[config.mk]
export PLATFORM = sky130hd
export DESIGN_NAME = step_driver_if
export DESIGN_NICKNAME = d
export VERILOG_FILES = /design/src/rtl/step_driver_if.sv
export SDC_FILE = /design/constraint.sdc
export NUM_CORES = 1
export LEC_CHECK = 0
export CAP_MARGIN = 20
export CORE_MARGIN = 2
export CORE_UTILIZATION = 60
export DETAILED_ROUTE_END_ITERATION = 10
export DONT_BUFFER_PORTS = 1
export PLACE_DENSITY = 0.76
export SLEW_MARGIN = 40
export SYNTH_ARGS = -nofsm -noshare
export SYNTH_HDL_FRONTEND = slang
export SYNTH_SLANG_ARGS = --single-unit
[constraint.sdc]
create_clock -name clk -period 6 [get_ports clk]
set_input_delay 1.5 -clock clk [delete_from_list [all_inputs] [get_ports clk]]
set_output_delay 1.5 -clock clk [all_outputs]
set_load 0.02 [all_outputs]
[src/rtl/step_driver_if.sv]
// step_driver_if: turns step requests into correctly timed STEP/DIR/ENABLE for a stepper driver chip.
// Optional feature: define STEP_ENDSTOP_EN to add the endstop_min input and endstop_hit tracking.
module step_driver_if #(
  parameter int PULSE_HIGH = 5,
  parameter int PULSE_LOW  = 5,
  parameter int DIR_SETUP  = 10,
  parameter int POS_WIDTH  = 32,
  parameter int PEND_WIDTH = 4
) (
  input  logic                        clk,
  input  logic                        reset,
  input  logic                        enable_in,
  input  logic                        dir_in,
  input  logic                        step_in,
  input  logic                        clear,
`ifdef STEP_ENDSTOP_EN
  input  logic                        endstop_min,
`endif
  output logic                        drv_step,
  output logic                        drv_dir,
  output logic                        drv_enable_n,
  output logic signed [POS_WIDTH-1:0] position,
  output logic                        busy,
  output logic                        overrun,
  output logic                        endstop_hit
);

  localparam logic [1:0] IDLE  = 2'd0;
  localparam logic [1:0] SETUP = 2'd1;
  localparam logic [1:0] HIGH  = 2'd2;
  localparam logic [1:0] LOW   = 2'd3;

  localparam int CNT_W = 16;
  localparam logic [CNT_W-1:0]      CNT_ONE    = CNT_W'(1);
  localparam logic [CNT_W-1:0]      SETUP_LAST = CNT_W'(DIR_SETUP - 1);
  localparam logic [CNT_W-1:0]      HIGH_LAST  = CNT_W'(PULSE_HIGH - 1);
  localparam logic [CNT_W-1:0]      LOW_LAST   = CNT_W'(PULSE_LOW - 1);
  localparam logic [PEND_WIDTH-1:0] PEND_MAX   = '1;
  localparam logic [PEND_WIDTH-1:0] PEND_ONE   = PEND_WIDTH'(1);
  localparam logic [POS_WIDTH-1:0]  POS_ONE    = POS_WIDTH'(1);

  logic [1:0]            state;
  logic [CNT_W-1:0]      cnt;
  logic [PEND_WIDTH-1:0] pending;
  logic                  step_prev;
  logic                  step_edge;
  logic                  start_ok;
  logic                  endstop_block;
  logic                  enter_high;
  logic                  step_drop;

  // enter_high marks the single cycle in which a pulse is committed: it both
  // consumes a pending step and moves the position.
  always_comb begin
    step_edge = step_in & ~step_prev & enable_in;
    start_ok  = (state == IDLE) && enable_in && (pending != '0);
`ifdef STEP_ENDSTOP_EN
    endstop_block = start_ok && !dir_in && endstop_min;
`else
    endstop_block = 1'b0;
`endif
    enter_high = 1'b0;
    if (start_ok && !endstop_block && (dir_in == drv_dir))
      enter_high = 1'b1;
    if ((state == SETUP) && enable_in && (cnt == SETUP_LAST))
      enter_high = 1'b1;
    step_drop = step_edge && !enter_high && !endstop_block && (pending == PEND_MAX);
  end

  always_ff @(posedge clk) begin
    if (reset) begin
      step_prev    <= 1'b0;
      drv_enable_n <= 1'b1;
    end else begin
      step_prev    <= step_in;
      drv_enable_n <= ~enable_in;
    end
  end

  always_ff @(posedge clk) begin
    if (reset)
      pending <= '0;
    else if (!enable_in || endstop_block)
      pending <= '0;
    else if (step_edge && !enter_high) begin
      if (pending != PEND_MAX)
        pending <= pending + PEND_ONE;
    end else if (!step_edge && enter_high)
      pending <= pending - PEND_ONE;
  end

  // Pulses already on the wire always run to completion; only SETUP may abort.
  always_ff @(posedge clk) begin
    if (reset) begin
      state    <= IDLE;
      cnt      <= '0;
      drv_step <= 1'b0;
      drv_dir  <= 1'b0;
    end else begin
      case (state)
        IDLE: begin
          cnt <= '0;
          if (enter_high) begin
            state    <= HIGH;
            drv_step <= 1'b1;
          end else if (start_ok && !endstop_block) begin
            drv_dir <= dir_in;
            state   <= SETUP;
          end
        end
        SETUP: begin
          if (!enable_in) begin
            state <= IDLE;
            cnt   <= '0;
          end else if (enter_high) begin
            state    <= HIGH;
            drv_step <= 1'b1;
            cnt      <= '0;
          end else
            cnt <= cnt + CNT_ONE;
        end
        HIGH: begin
          if (cnt == HIGH_LAST) begin
            state    <= LOW;
            drv_step <= 1'b0;
            cnt      <= '0;
          end else
            cnt <= cnt + CNT_ONE;
        end
        LOW: begin
          if (cnt == LOW_LAST) begin
            state <= IDLE;
            cnt   <= '0;
          end else
            cnt <= cnt + CNT_ONE;
        end
        default: begin
          state    <= IDLE;
          cnt      <= '0;
          drv_step <= 1'b0;
        end
      endcase
    end
  end

  // clear outranks a same-cycle position update, so that step's +/-1 is lost.
  always_ff @(posedge clk) begin
    if (reset) begin
      position <= '0;
      overrun  <= 1'b0;
    end else if (clear) begin
      position <= '0;
      overrun  <= 1'b0;
    end else begin
      if (endstop_block)
        position <= '0;
      else if (enter_high)
        position <= drv_dir ? (position + POS_ONE) : (position - POS_ONE);
      if (step_drop)
        overrun <= 1'b1;
    end
  end

`ifdef STEP_ENDSTOP_EN
  always_ff @(posedge clk) begin
    if (reset || clear)
      endstop_hit <= 1'b0;
    else if (endstop_block)
      endstop_hit <= 1'b1;
  end
`else
  assign endstop_hit = 1'b0;
`endif

  assign busy = (pending != '0) || (state != IDLE);

endmodule
==> impl_metrics.json, run 1 <==
{
  "final.period_utilization_pct": 60.2,
  "drc": 0,
  "wl_met1_um": 4060,
  "outcome": "completed",
  "post_cts_buffers": 0,
  "drt_wl_total_um": 8680,
  "ctsHoldBuffers": 0,
  "gp_congestion": 0.899,
  "cts_htree_levels": 3,
  "synth-async-reset-ratio_pct": 0,
  "max_freq_ghz": 0.277,
  "critPathTopFamily": "compound AO/OA/AOI/OAI gates",
  "io_buffer_count": 0,
  "grt_usage_pct": 24.7,
  "path_cells": "xor2_1 > nor2_1 > nor2_1 > a2111oi_4 > buf_4 > nor2_1 > inv_1 > ha_1 > a21o_1 > a21oi_1 > mux2i_1 > xor2_1 > nor2_1",
  "grt_overflow_total": 0,
  "wl_met3_um": 364,
  "via_count": 3569,
  "synth-seq-area-share_pct": 29.2,
  "slowest_delay_ns": 0.42,
  "p_leak_nw": 1.80,
  "dpl.hpwl_um": 6310,
  "clock_skew_ns": 0.00824,
  "die_h_um": 86.2,
  "dr.pass1.iters": 4,
  "insertion_delay_ns": 0.33,
  "final_core_util_pct": 67.5,
  "path_common_cell": "nor2_1",
  "fp.coreArea_mm2": 0.00642,
  "fin_crit_ns": 3.61,
  "dr_wl_met2_um": 4100,
  "antenna_found_initial": 0,
  "setup_tns_ns": 0,
  "worst_pin_slew_ns": 0.746,
  "top_layer": "met4",
  "syn-cell-area_mm2": 0.00405,
  "synthesis.nets": 558,
  "tritoncts": "built",
  "ys_ff_latch": 59,
  "critical_path_buf_inv_count": 2,
  "holdCritPathClass": "register to register",
  "nets": 552,
  "io_pins": 44,
  "grt_max_degree": 41,
  "drt-wirelength-per-cell_um": 14.7,
  "rsz0062_at_grt": "false",
  "fin_area_mm2": 0.00433,
  "synthToLayoutAreaGrowth_pct": 6.98,
  "cts_buffers": 9,
  "hold_viol": 0,
  "die-area_mm2": 0.00743,
  "numClockSinks": 59,
  "crit_slowest_cell": "buf_4",
  "p_per_area_mw_per_mm2": 297,
  "final_cell_count_no_fill": 591,
  "num_antenna_cells": 0,
  "clockBufferDepth": 2,
  "arrival_ns": 3.83,
  "clk_pin_slew_ns": 0.07,
  "syn_inst": 515,
  "relSlewSlack_pct": 49.9,
  "fillers": 537,
  "required_ns": 6.22,
  "root_buffer": "clkbuf_8",
  "dp.cells": 575,
  "finalMaxSlewViolations": 0,
  "synth_cell_types": 52,
  "setup_viol": 0,
  "end_kind": "register",
  "placed_area_mm2": 0.00407,
  "grt_pass1_wl_um": 15200,
  "cts_resized": 0,
  "syn_avg_cell_area_um2": 7.87,
  "worst-path-max-fanout": 40,
  "synth_edf_count": 0,
  "worstSetupPathType": "input pin to register",
  "max-vdd-ir-drop_mv": 0.168,
  "grt_pass1_vias": 3497,
  "drtIter0Drc": 159,
  "via_per_inst": 6.04,
  "rows": 29,
  "startpoint_type": "input pin",
  "die_x_um": 86.2,
  "synth-main-ff-cell": "dfxtp_1",
  "maxCapViolCount": 0,
  "initial_utilization_pct": 63.1,
  "drive_above_1_share_pct": 5.06,
  "drtAntennaViolNets": 0,
  "yosys_warnings": 0
}
[worst reg2reg max path, delay by kind of cell, from the launching register on]
| kind | cells | cell delay [ns] |
|---|---|---|
| compound gates | 7 | 2.01 |
| buf+inv | 2 | 0.35 |
| simple gates | 1 | 0.07 |
| flops | 1 | 0.61 |
| fa+ha+maj | 1 | 0.42 |
[layout by cell type, fill, tap and decap left out, types with 12 or more instances in the layout]
cell and count:
a21o_1 16, a21oi_1 44, clkbuf_8 12, dfxtp_1 59
ha_1 35, inv_1 15, nand2_1 56, nand3_1 26
nand4_1 12, nor2_1 63, o21ai_0 22, xnor2_1 17
xor2_1 23
[cells in the mapped netlist, drive strengths merged, types with 3 or more instances]
library cell / instances / area [um2]
o21ai: 23 / 115
dfxtp: 59 / 1180
nand3b: 4 / 30.0
o21bai: 5 / 37.5
buf: 7 / 48.8
o211ai: 5 / 37.5
nor2b: 3 / 18.8
nand4: 12 / 75.1
a21oi: 44 / 220
and3: 5 / 31.3
inv: 15 / 56.3
nor2: 63 / 236
a31oi: 6 / 37.5
nor4: 7 / 50.1
nand2: 56 / 210
clkbuf: 13 / 48.8
nand2b: 6 / 37.5
o31ai: 3 / 22.5
a211oi: 11 / 82.6
nand3: 26 / 130
and2: 3 / 18.8
ha: 35 / 438
xor2: 23 / 201
a21o: 16 / 120
or3: 5 / 36.3
o21a: 3 / 22.5
nor3: 11 / 55.1
xnor2: 17 / 149
mux2i: 5 / 50.1
[final cells by class]
type	count	area (um2)	area share (%)
multi-input combinational	421	2720	62.7
inverter	15	56.3	1.30
clock inverter	4	95.1	2.19
timing repair buffer	3	22.5	0.520
sequential	59	1180	27.3
clock buffer	12	165	3.81
tap	77	96.3	2.22
[stage by stage]
stage | power, W | hold slack (ns) | setup WS (ns)
3_3_place_gp | 0.000816 | 0.466 | 2.12
2_1_floorplan | 0.000759 | 0.445 | 2.39
4_1_cts | 0.00129 | 0.495 | 2.39
3_5_place_dp | 0.000826 | 0.479 | 2.05
6_report | 0.00129 | 0.489 | 2.39
5_1_grt | 0.00137 | 0.526 | 2.07
[final timing paths]
check	slack, ns	to	startpoint	cells after the start
max	2.39	pending[3]$_SDFFE_PP0P_	dir_in	13
min reg2reg	0.49	cnt[0]$_SDFF_PP0_	cnt[0]$_SDFF_PP0_	1
min	0.49	cnt[0]$_SDFF_PP0_	cnt[0]$_SDFF_PP0_	1
max reg2reg	2.42	position[30]$_SDFFE_PP0P_	drv_dir$_SDFFE_PP0P_	11
[where the power goes]
group | total [W] | leakage, nW | switching [W] | internal [W]
clock network | 0.000466 | 0.133 | 0.000157 | 0.000309
registers | 0.000434 | 0.477 | 0.0000285 | 0.000405
logic | 0.000387 | 1.19 | 0.000230 | 0.000156
[per-layer routing]
metal  vias up  GRT usage, %
li1       1841             -
met1      1652          30.3
met2        62          42.4
met3        14          5.24
met4         0          9.66
met5         -             0
[sequential cells by signal, summed over array words and instances, names as in the netlist]
signal	cells
position	32
overrun	1
step_prev	1
drv_step	1
cnt	16
pending	4
drv_enable_n	1
drv_dir	1
state	2
[cells by family (layout without fill, tap and decap cells)]
group                    Yosys count  after routing  synth area share (%)
AND/OR/NAND/NOR                  210            210                  24.9
AO/OA/AOI/OAI                    128            128                  20.4
flip-flops                        59             59                  29.2
XOR/XNOR                          40             40                  8.65
adder cells (fa/ha/maj)           37             37                  11.8
buffers and inverters             35             34                  3.80
multiplexers                       5              5                  1.24
other                              1              1                0.0926
(Power assumes the default switching activity.)
==> inputs of run 2 (changes only) <==
--- a/config.mk
+++ b/config.mk
@@ -7,7 +7,7 @@
 export LEC_CHECK = 0
 export CAP_MARGIN = 20
 export CORE_MARGIN = 2
-export CORE_UTILIZATION = 60
+export CORE_UTILIZATION = 58
 export DETAILED_ROUTE_END_ITERATION = 10
 export DONT_BUFFER_PORTS = 1
 export PLACE_DENSITY = 0.76
==> constraint.sdc (replaced) <==
create_clock -name clk -period 3.04 [get_ports clk]
set_input_delay 0.76 -clock clk [delete_from_list [all_inputs] [get_ports clk]]
set_output_delay 0.76 -clock clk [all_outputs]
set_load 0.02 [all_outputs]
==> run 2 against run 1 <==
  * Worst setup slack got worse by 2.2 ns
  * Non-clock buffer count grew 19
  * Clock skew rose by 0.0020 ns
  * Hold slack got worse by 0.0063 ns
  * Sequential cell count stayed put
  * Power is 88% higher
  * Count of clock-buffer cells in the layout shrank 3
  * Design area grew 3.2%
  * Largest power group is now combinational cells
  * Highest routed layer unchanged
==> impl_metrics.json, run 2 (synthesis gave the netlist of run 1 again) <==
{
  "outcome": "completed",
  "p_leak_nw": 1.85,
  "dp_slack_ns": 0.0356,
  "worst_pin_slew_ns": 0.684,
  "gp_congestion": 0.963,
  "num_antenna_cells": 0,
  "grt_pass1_wl_um": 15200,
  "io_buffer_count": 0,
  "via_per_inst": 5.86,
  "critPathTopFamily": "simple AND/OR/NAND/NOR gates",
  "drive_above_1_share_pct": 9.76,
  "drc": 0,
  "final_core_util_pct": 65.9,
  "via_count": 3686,
  "tritoncts": "built",
  "crit_slowest_cell": "or3_4",
  "fin_ws_ns": 0.142,
  "fin_crit_ns": 2.90,
  "final_common_cell": "nor2_1",
  "drtIter0Drc": 173,
  "die_x_um": 87.6,
  "clockBufferDepth": 2,
  "placed_area_mm2": 0.00425,
  "top_regs": "position: 32 flops, cnt: 16 flops, pending: 4 flops",
  "drt-wirelength-per-cell_um": 14.6,
  "fillers": 560,
  "holdCritPathClass": "input pin to register",
  "startpoint_type": "register",
  "regMostFlops": "position",
  "fp.coreArea_mm2": 0.00679,
  "relSlewSlack_pct": 54.1,
  "worstSetupPathType": "register to register",
  "cts_htree_levels": 3,
  "die_h_um": 87.6,
  "max_freq_ghz": 0.345,
  "maxCapViolCount": 0,
  "final.period_utilization_pct": 95.3,
  "drt_wl_total_um": 9200,
  "worst-path-max-fanout": 3,
  "hold_ws_ns": 0.483,
  "cts_buffers": 9,
  "nets": 571,
  "arrival_ns": 3.12,
  "final_cell_mix": "nor2_1, dfxtp_1, nand2_1, a21oi_1, ha_1",
  "rsz0062_at_grt": "false",
  "multiInputGateArea_mm2": 0.00275,
  "finalMaxSlewViolations": 0,
  "insertion_delay_ns": 0.34,
  "io_pins": 44,
  "grt_usage_pct": 24.7,
  "p_per_area_mw_per_mm2": 541,
  "path_cells": "nor4_2 > nand3_1 > or3_4 > a2111oi_4 > nor2_2 > inv_1 > ha_1 > a21o_1 > a21oi_1 > mux2i_1 > xor2_1 > nor2_1",
  "grt_overflow_total": 0,
  "end_kind": "register",
  "setup_viol": 0,
  "dpl.hpwl_um": 6710,
  "initial_utilization_pct": 59.6,
  "antenna_found_initial": 0,
  "fin_area_mm2": 0.00447,
  "dr.pass1.iters": 4,
  "root_buffer": "clkbuf_8",
  "drtAntennaViolNets": 0,
  "largest_reg_flops": 32,
  "seq_area_mm2": 0.00118,
  "setup_tns_ns": 0,
  "clk_pin_slew_ns": 0.07,
  "die-area_mm2": 0.00767,
  "ctsHoldBuffers": 0,
  "critical_path_buf_inv_count": 1,
  "rows": 30,
  "synthToLayoutAreaGrowth_pct": 10.4,
  "slowest_delay_ns": 0.42,
  "numClockSinks": 59,
  "required_ns": 3.26,
  "grt_pass1_vias": 3401,
  "hold_viol": 0,
  "grt_max_degree": 40,
  "clock_skew_ns": 0.0102,
  "max-vdd-ir-drop_mv": 0.374
}
[run 2: final cells by class]
cell class,instances,area share [%]
multi-input cells,421,61.5
flip-flops and latches,59,26.4
repair buffers,22,3.69
clock buffers,9,2.77
well taps,96,2.68
clock inverters,7,1.54
inverters,15,1.34
[run 2: layer usage]
metal  vias to the layer above  track usage, %  share of wire, %
met5                         -               0                 0
met4                         0            13.3               2.7
met3                        21            5.18               4.4
met2                        82            40.6                48
met1                      1692            30.2                45
li1                       1891               -                 -
[run 2: final timing paths]
kind,start,cells past startpoint,slack [ns],to
max,cnt[15]$_SDFF_PP0_,12,0.14,pending[3]$_SDFFE_PP0P_
min,reset,1,0.48,drv_dir$_SDFFE_PP0P_
max reg2reg,cnt[15]$_SDFF_PP0_,12,0.14,pending[3]$_SDFFE_PP0P_
min reg2reg,cnt[0]$_SDFF_PP0_,1,0.49,cnt[0]$_SDFF_PP0_
[run 2: worst reg2reg max path, cell delays in order, from the launching register on]
cell       delay (ns)
dfxtp_1          0.33
nor4_2           0.28
nand3_1          0.14
or3_4            0.42
a2111oi_4        0.37
nor2_2           0.08
inv_1            0.11
ha_1             0.24
a21o_1           0.17
a21oi_1          0.17
mux2i_1          0.24
xor2_1           0.18
nor2_1           0.05
[run 2: per-stage QoR]
stage                     total power (W)  instances
after floorplan                   0.00151        515
after global placement            0.00168        611
after detailed placement          0.00170        611
after CTS                         0.00241        627
after global routing              0.00257        629
final                             0.00242        629
[run 2: power by group]
part / internal (W) / switching [W] / leakage, nW
sequential: 0.000800 / 0.0000540 / 0.477
combinational: 0.000377 / 0.000490 / 1.28
clock: 0.000375 / 0.000325 / 0.0950
total: 0.00155 / 0.000869 / 1.85
[run 2: timing repair]
action | in CTS | in global routing
setup buffers | 0 | 2
setup endpoints to repair | 0 | 8
resized for setup | 0 | 8
==> RTL edit (flow settings as in run 2) <==
Add a define of `STEP_ENDSTOP_EN`.
--- a/src/rtl/step_driver_if.sv
+++ b/src/rtl/step_driver_if.sv
@@ -1,4 +1,6 @@
 // step_driver_if: turns step requests into correctly timed STEP/DIR/ENABLE for a stepper driver chip.
 // Optional feature: define STEP_ENDSTOP_EN to add the endstop_min input and endstop_hit tracking.
+`define STEP_ENDSTOP_EN
+
 module step_driver_if #(
   parameter int PULSE_HIGH = 5,
Ports: changed (added endstop_min); port bits go from 44 to 45. No check against the original RTL was run, so the function may have changed too.
==> RTL edit against run 2 <==
Final area fell by 2.2%; synthesized area fell by 0.96%; sequential cell count rose by 1; setup slack improved by 0.0058 ns; non-clock buffer count fell by 3; routed wire length fell by 3.6%.
Power is not compared: it rests on default switching activity, and its combinational part moved more than twofold at a synthesized area within 25%.
==> RTL edit: results <==
outcome:
  status: "finished, final reports clean"
global_route:
  grt_pass1_wl_microns: 14900
  grt_max_degree: 37
  grt_util_met3: 0.0588
  grt_pass1_vias: 3445
  grt_use_met1: 0.291
  grt.total_usage: 0.242
yosys:
  async_flop_share: 0
  synth_cells: 509
  syn_nets: 553
  synth_area_leaders: "dfxtp_1 (30%), ha_1 (11%), a21oi_1 (6.6%)"
  synth_common_cells: "nand2_1 (66), dfxtp_1 (60), a21oi_1 (53)"
  ys_seq_area_frac: 0.299
  synth_cell_types: 56
timing:
  worst_pin_slew_ns: 0.532
  clock_skew_ns: 0.0126
die:
  fp.dieArea_sq_mm: 0.00760
placement:
  placed_cells: 579
  pre_cts_slack_ns: 0.0501
  post_dp_cell_area_sq_mm: 0.00412
  hpwlAfterDp_microns: 6460
  place_congestion: 0.926
finish:
  final_cells: 599
  fillers: 576
  nets: 559
  drive_gt1_frac: 0.0944
setup_path:
  path_max_fanout: 6
  arrival_ns: 3.14
clock_network:
  htree_num_levels: 3
detailed_routing:
  wl_per_cell_microns: 14.8
  drtIter0Drc: 138
  drt_first_pass_iters: 4
  vias: 3628
[RTL edit: changes by cell type after synthesis, moves of 4 or more]
cell | before | now
a21oi_1 | 44 | 53
xnor2_1 | 17 | 24
nor2_1 | 63 | 52
o21ai_1 | 1 | 6
a211oi_1 | 11 | 7
nand2_1 | 56 | 66
o21ai_0 | 22 | 15
inv_1 | 15 | 11
clkbuf_1 | 13 | 17
[RTL edit: where the power goes]
group          leakage, nW  internal, mW  switching [mW]
clock               0.0979         0.391           0.323
combinational         1.28         0.133           0.191
sequential           0.485         0.796          0.0164
total                 1.87          1.32           0.530
[RTL edit: timing repair]
action | CTS | global route
setup buffers | 0 | 5
setup endpoints to repair | 0 | 6
gates resized for setup | 0 | 3
[RTL edit: metal layers]
| metal | share of wire | vias up |
|---|---|---|
| met5 | 0 | - |
| met4 | 0.023 | 0 |
| met3 | 0.059 | 22 |
| met2 | 0.47 | 108 |
| met1 | 0.44 | 1660 |
| li1 | - | 1838 |
[RTL edit: final cells by class]
cell class | count | area, sq um | share of cell area
multi-input combinational | 414 | 2670 | 0.610
sequential | 60 | 1200 | 0.275
timing repair buffer | 19 | 168 | 0.0383
clock buffer | 10 | 138 | 0.0315
tap | 80 | 100 | 0.0229
clock inverter | 5 | 52.6 | 0.0120
inverter | 11 | 45.0 | 0.0103
[RTL edit: cells by family after synthesis]
group / share of synthesized area
simple gates: 0.235
compound gates: 0.207
flops: 0.299
xor+xnor: 0.0960
fa+ha+maj: 0.119
buf+inv: 0.0387
mux: 0.00499
[RTL edit: path summary, 6_finish.rpt]
kind | slack (ns) | cells past startpoint | to | startpoint
setup reg to reg | 0.15 | 12 | position[30]$_SDFFE_PP0P_ | drv_dir$_SDFFE_PP0P_
hold reg to reg | 0.51 | 1 | cnt[0]$_SDFF_PP0_ | cnt[0]$_SDFF_PP0_
hold / removal | 0.47 | 1 | state[1]$_SDFFE_PP0P_ | reset
setup / recovery | 0.15 | 12 | position[30]$_SDFFE_PP0P_ | drv_dir$_SDFFE_PP0P_
[RTL edit: critical path, stage by stage (launching register included)]
cell	delay, ns
dfxtp_2	0.35
clkinvlp_4	0.15
buf_4	0.19
fa_2	0.39
a21o_1	0.19
a311o_1	0.38
a21boi_2	0.18
a211oi_2	0.12
o21ai_1	0.22
a31oi_1	0.16
a31oi_1	0.22
xor2_1	0.16
o21ai_1	0.08
